`config.mk`:
```
export PLATFORM = sky130hd
export DESIGN_NAME = recording_player
export DESIGN_NICKNAME = d
export VERILOG_FILES = /design/src/rtl/recording_player.sv
export SDC_FILE = /design/constraint.sdc
export NUM_CORES = 1
export LEC_CHECK = 0
export CAP_MARGIN = 20
export CELL_PAD_IN_SITES_DETAIL_PLACEMENT = 0
export CELL_PAD_IN_SITES_GLOBAL_PLACEMENT = 1
export CORE_ASPECT_RATIO = 0.75
export CORE_MARGIN = 2
export CORE_UTILIZATION = 41
export DETAILED_ROUTE_END_ITERATION = 6
export PLACE_DENSITY = 0.79
export SLEW_MARGIN = 20
export SYNTH_ARGS = -nofsm -noshare
export SYNTH_HDL_FRONTEND = slang
export SYNTH_SLANG_ARGS = --single-unit
export TNS_END_PERCENT = 20
```
`constraint.sdc`:
```
create_clock -name clk -period 3.74 [get_ports clk]
set_input_delay 0.748 -clock clk [delete_from_list [all_inputs] [get_ports clk]]
set_output_delay 0.748 -clock clk [all_outputs]
set_load 0.02 [all_outputs]
```
`src/rtl/recording_player.sv`:
```
// rtl/recording_player.sv - playback engine that sounds each recorded note entry as a square-wave tone
module recording_player #(
    parameter int NOTE_TICKS = 25000000,
    parameter int ADDR_W     = 8
) (
    input  logic              clk,
    input  logic              rst,
    input  logic              start,
    input  logic              stop,
    input  logic [ADDR_W:0]   length,
    output logic              rd_en,
    output logic [ADDR_W-1:0] rd_addr,
    input  logic [5:0]        rd_data,
    output logic              busy,
    output logic              done,
    output logic              note_valid,
    output logic [2:0]        cur_octave,
    output logic [2:0]        cur_note,
    output logic              audio_out
);

    localparam int                TICK_W    = $clog2(NOTE_TICKS);
    localparam logic [TICK_W-1:0] TICK_LAST = TICK_W'(NOTE_TICKS - 1);
    localparam logic [ADDR_W:0]   LEN_ONE   = (ADDR_W + 1)'(1);

    typedef enum logic [1:0] {IDLE, FETCH, WAIT, PLAY} state_t;

    state_t            state;
    state_t            state_nxt;
    logic [ADDR_W-1:0] idx;
    logic [ADDR_W:0]   len_q;
    logic [TICK_W-1:0] tick;
    logic [23:0]       half_cnt;
    logic [23:0]       half_period;
    logic              tone;
    logic              done_q;
    logic [2:0]        oct_q;
    logic [2:0]        note_q;
    logic              last_tick;
    logic              last_entry;
    logic              abort;
    logic              is_rest;

    // Octave-4 half period for the note, scaled by powers of two for other octaves; 0 marks a rest
    function automatic logic [23:0] half_period_of(input logic [5:0] entry);
        logic [23:0] base;
        logic [2:0]  oct;
        oct = entry[5:3];
        case (entry[2:0])
            3'd1:    base = 24'd191113;
            3'd2:    base = 24'd170262;
            3'd3:    base = 24'd151686;
            3'd4:    base = 24'd143173;
            3'd5:    base = 24'd127551;
            3'd6:    base = 24'd113636;
            3'd7:    base = 24'd101239;
            default: base = 24'd0;
        endcase
        if (oct == 3'd0)
            half_period_of = 24'd0;
        else if (oct >= 3'd4)
            half_period_of = base >> (oct - 3'd4);
        else
            half_period_of = base << (3'd4 - oct);
    endfunction

    assign last_tick  = (tick == TICK_LAST);
    // idx is one bit narrower than length so a full 2**ADDR_W recording ends without wrapping
    assign last_entry = ({1'b0, idx} == (len_q - LEN_ONE));
    assign abort      = stop && (state != IDLE);
    assign is_rest    = (oct_q == 3'd0) || (note_q == 3'd0);

    // State register
    always_ff @(posedge clk) begin
        if (rst)
            state <= IDLE;
        else
            state <= state_nxt;
    end

    // Next-state logic; stop overrides everything once playback is under way
    always_comb begin
        state_nxt = state;
        case (state)
            IDLE:    if (start && (length != '0)) state_nxt = FETCH;
            FETCH:   state_nxt = WAIT;
            WAIT:    state_nxt = PLAY;
            PLAY:    if (last_tick) state_nxt = last_entry ? IDLE : FETCH;
            default: state_nxt = IDLE;
        endcase
        if (abort)
            state_nxt = IDLE;
    end

    // Datapath: entry index, note latch, duration and half-period counters, done pulse
    always_ff @(posedge clk) begin
        if (rst) begin
            idx         <= '0;
            len_q       <= '0;
            tick        <= '0;
            half_cnt    <= 24'd0;
            half_period <= 24'd0;
            tone        <= 1'b0;
            done_q      <= 1'b0;
            oct_q       <= 3'd0;
            note_q      <= 3'd0;
        end else begin
            done_q <= 1'b0;
            if (abort) begin
                oct_q  <= 3'd0;
                note_q <= 3'd0;
                tone   <= 1'b0;
            end else begin
                case (state)
                    IDLE: begin
                        if (start) begin
                            if (length == '0) begin
                                done_q <= 1'b1;
                            end else begin
                                len_q <= length;
                                idx   <= '0;
                            end
                        end
                    end
                    WAIT: begin
                        oct_q       <= rd_data[5:3];
                        note_q      <= rd_data[2:0];
                        half_period <= half_period_of(rd_data);
                        tick        <= '0;
                        half_cnt    <= 24'd0;
                        tone        <= 1'b0;
                    end
                    PLAY: begin
                        tick <= tick + TICK_W'(1);
                        // A rest leaves the tone low for the whole duration
                        if (!is_rest) begin
                            if (half_cnt == (half_period - 24'd1)) begin
                                half_cnt <= 24'd0;
                                tone     <= ~tone;
                            end else begin
                                half_cnt <= half_cnt + 24'd1;
                            end
                        end
                        if (last_tick) begin
                            if (last_entry)
                                done_q <= 1'b1;
                            else
                                idx <= idx + ADDR_W'(1);
                        end
                    end
                    default: ;
                endcase
            end
        end
    end

    // Outputs decoded from state; rd_addr follows idx, which only moves when entering FETCH
    always_comb begin
        rd_en      = (state == FETCH);
        busy       = (state != IDLE);
        note_valid = (state == PLAY);
        audio_out  = (state == PLAY) && tone;
        rd_addr    = idx;
        done       = done_q;
        cur_octave = oct_q;
        cur_note   = note_q;
    end

endmodule

```
==> results by group, run 1 <==
Critical path
  – Crit-path slowest cell: sky130_fd_sc_hd__a2111oi_0
  – Required time of the worst setup path: 4.03 ns
  – CP startpoint kind: primary input
  – Reg2reg path depth: 11
  – Endpoint arrival time on the critical path: 3.72 ns
  – Element type at the critical path end: register
  – Critical Path Source: rd_data[4]
  – Worst Setup Path Type: primary input to register
  – FF-to-FF Start: half_period[1]$_SDFFE_PP0P_
  – Cells along the critical path: clkdlybuf4s50_1 > inv_1 > ha_1 > ha_1 > buf_12 > nor2_1 > nor2_1 > o22ai_1 > a2111oi_0 > buf_4 > a211oi_1 > a21oi_1 > a32o_1
  – Largest stage delay on the critical path: 0.63 ns
  – CP max FO: 24

GRT
  – Maximum number of pins on one net before global-route repair: 78
  – Met2 capacity usage during global routing: 34.0%
  – Global route overflow: 0
  – GR met1 Demand/Resource: 41.9%
  – Wire length of the first global-routing pass: 43300 um
  – Routing layer with the top usage in global route: met1
  – Overall routing resource usage: 27.3%
  – Antenna violations before repair: 0
  – Met3 Usage GRT: 12.3%
  – Vias in the first global route: 7703

Timing
  – Slew at the pin with the worst max-slew slack: 0.971 ns
  – Share of the clock period used by the worst path: 91.7%
  – Total setup violations reported at the end of the flow: 0
  – Slew Limit Headroom: 35.0%
  – Final count of hold timing violations: 0
  – Final worst-path setup slack: 0.309 ns
  – Maximum operating frequency: 291 MHz
  – Post-route clock skew: 0.00647 ns
  – Max Transition Viols Final: 0
  – Setup repair after global routing missed its margin: false
  – Minimum period implied by the final worst setup slack: 3.43 ns

CTS
  – Number of clock sinks seen by CTS: 100
  – Number of buffers inserted during clock tree synthesis: 9
  – Maximum buffer depth of the clock tree: 2
  – TritonCTS clock tree: yes
  – Maximum level of the CTS H-tree: 3
  – Cell chosen for the clock root: sky130_fd_sc_hd__clkbuf_16
  – Clock insertion delay at the later pin of the skew report: 0.35 ns
  – Clock Pin Slew Worst Setup and Hold Paths: 0.07 ns
  – Total of hold buffers inserted after clock tree synthesis: 0
  – Setup repair bufs after CTS: 0
  – CTS resizes: 0

Floorplanning
  – Core area: 18600 um2
  – Top-Level Pins: 38
  – Starting density of the core: 42.0%
  – Die Height: 123 um
  – Floorplan die area: 20200 um2
  – Overall die width: 163 um
  – Std cell rows: 43

Place
  – Post-placement worst setup slack: -0.0492 ns
  – DPL Wire Length: 19900 um
  – Port buffer count: 37
  – RePlAce Congestion: 1.01
  – Placed cells: 1373

Synth
  – Number of enable-type register cells in the synthesized netlist: 0
  – Cell type contributing the most total cell area after synthesis: sky130_fd_sc_hd__dfxtp_1
  – Most used flip-flop cell after synthesis: sky130_fd_sc_hd__dfxtp_1
  – Post-synthesis net count: 1130
  – Top post-synthesis cells by area: sky130_fd_sc_hd__dfxtp_1 (26%), sky130_fd_sc_hd__nor2_1 (7.5%), sky130_fd_sc_hd__a21oi_1 (5.5%), sky130_fd_sc_hd__o21ai_0 (5.1%), sky130_fd_sc_hd__nand2_1 (4.9%)
  – Synthesized area per cell: 7.10 um2
  – Post-Synthesis Cell Area: 7800 um2
  – Seq/Total Area, Yosys: 25.7%
  – Synth Instances: 1099
  – Fraction of synthesized cell area taken by the top area cell type: 25.7%
  – Fraction of registers with async set or reset after synthesis: 0%
  – #FFs+latches synth: 100
  – Post-synthesis cell type count: 74
  – Count of synthesis-stage warnings from yosys: 0

Min path
  – Worst min path class: register to register
  – Critical hold path startpoint: tone$_SDFFE_PP0P_
  – Worst hold path depth: 2

Final layout
  – Share of final-layout standard cells stronger than drive strength 1: 8.93%
  – Top library cells by usage in the layout, fill and taps aside: sky130_fd_sc_hd__nor2_1 (156), sky130_fd_sc_hd__nand2_1 (102), sky130_fd_sc_hd__dfxtp_1 (100)
  – Most common cell after layout, fill and taps aside: sky130_fd_sc_hd__nor2_1
  – Final instance count without filler cells: 1389
  – Growth of design area from synthesis to finish: 15.8%
  – Ant diodes: 0
  – Number of nets in the layout: 1168

Power and ir drop
  – Maximum VDD drop: 328 uV
  – PwrDens: 445 nW/um2
  – Leakage: 0.00328 uW

Routing
  – DRC marker count from the first detailed-route iteration: 1334
  – Avg Vias per Cell: 6.17
  – DRT Pass-1 Iters: 6
  – DRC violations left: 0
  – Antenna Violating Nets Remaining: 0
  – DR WL/cell: 19.7 um
  – Total via count in the routed design: 8566
  – Post-detailed-routing wire length: 27300 um

Status
  – Run status: complete, no violations

Run
  – Number of max-capacitance violations reported: 0
==> area by class of cell <==
class	count	area, um2
tap	247	309
fill	1893	9520
sequential	100	2000
clock inverter	5	82.6
inverter	28	105
multi-input combinational	890	5380
clock buffer	11	243
timing repair buffer	108	921
==> state kept, by name (all words and copies together) (netlist names) <==
| signal | flops |
|---|---|
| rd_addr | 8 |
| cur_note | 3 |
| len_q | 9 |
| half_period | 24 |
| cur_octave | 3 |
| tone | 1 |
| state | 2 |
| half_cnt | 24 |
| tick | 25 |
| done | 1 |
==> synthesized netlist by cell type, drive strengths merged, types with 5 or more instances <==
master and n:
nand3 45, o22ai 16, o211ai 19, nand2b 13
or3 12, a32o 6, o21a 7, a31oi 10
o31ai 5, o21ai 81, nor2 156, o2111ai 5
buf 21, o221ai 9, a22oi 18, dfxtp 100
nand4 12, nor2b 16, and2 5, a211oi 12
mux2i 25, nor3 34, nand2 102, nor4 15
inv 25, ha 12, clkbuf 60, xor2 42
a21oi 86, a221oi 9, a21o 5, nor3b 6
xnor2 42
==> final timing paths <==
| kind | end | slack, ns |
|---|---|---|
| worst min-delay path | tone$_SDFFE_PP0P_ | 0.47 |
| worst max-delay path | half_period[13]$_SDFFE_PP0P_ | 0.31 |
| worst min register to register | tone$_SDFFE_PP0P_ | 0.47 |
| worst max register to register | half_cnt[4]$_SDFFE_PP0P_ | 0.48 |
==> layer usage <==
layer	routed length (um)	share of wire, %	vias to the layer above
met4	285	1.0	0
met5	0	0	-
met1	13200	48	3976
li1	-	-	4074
met3	3850	14	38
met2	9970	36	478
==> per-stage QoR <==
step | power (uW) | area, um2 | util [%] | setup TNS [ns] | hold slack, ns
floorplan | 2430 | 7800 | - | 0 | 0.441
finish | 4020 | 9040 | 48.7 | 0 | 0.468
detailed placement | 2950 | 8710 | 46.9 | -0.0492 | 0.459
global route | 4250 | 9040 | 48.7 | 0 | 0.506
global placement | 2950 | 8710 | 46.9 | -0.0346 | 0.453
CTS | 3980 | 9040 | 48.7 | 0 | 0.470
==> critical path: cells and delay by family <==
kind	cells	cell delay, ns
fa+ha+maj	2	0.65
simple gates	2	0.27
buf+inv	4	0.96
compound gates	5	1.09
==> power by group <==
part / total [uW] / switching (uW) / internal, uW / leakage, uW
clock network: 1030 / 421 / 609 / 0.000161
registers: 1230 / 99.6 / 1130 / 0.000808
logic: 1760 / 1070 / 691 / 0.00231
total: 4020 / 1590 / 2430 / 0.00328
==> cell families (layout without fill, tap and decap cells) <==
group	Yosys count	in the layout	synth area share, %
AO/OA/AOI/OAI	327	327	27.2
multiplexers	25	25	3.21
flip-flops	100	100	25.7
buffers and inverters	109	152	5.45
XOR/XNOR	84	84	9.43
adder cells (fa/ha/maj)	12	12	1.92
AND/OR/NAND/NOR	442	442	27.1
Note: power is estimated with default switching activity, not from simulation.
==> inputs of run 2 (changes only) <==
--- a/config.mk
+++ b/config.mk
@@ -13,6 +13,7 @@
 export CORE_UTILIZATION = 41
 export DETAILED_ROUTE_END_ITERATION = 6
 export PLACE_DENSITY = 0.79
+export SKIP_LAST_GASP = 1
 export SLEW_MARGIN = 20
 export SYNTH_ARGS = -nofsm -noshare
 export SYNTH_HDL_FRONTEND = slang
==> results of run 2 <==
No change in the layout: final DEF, timing and power equal those of run 1.
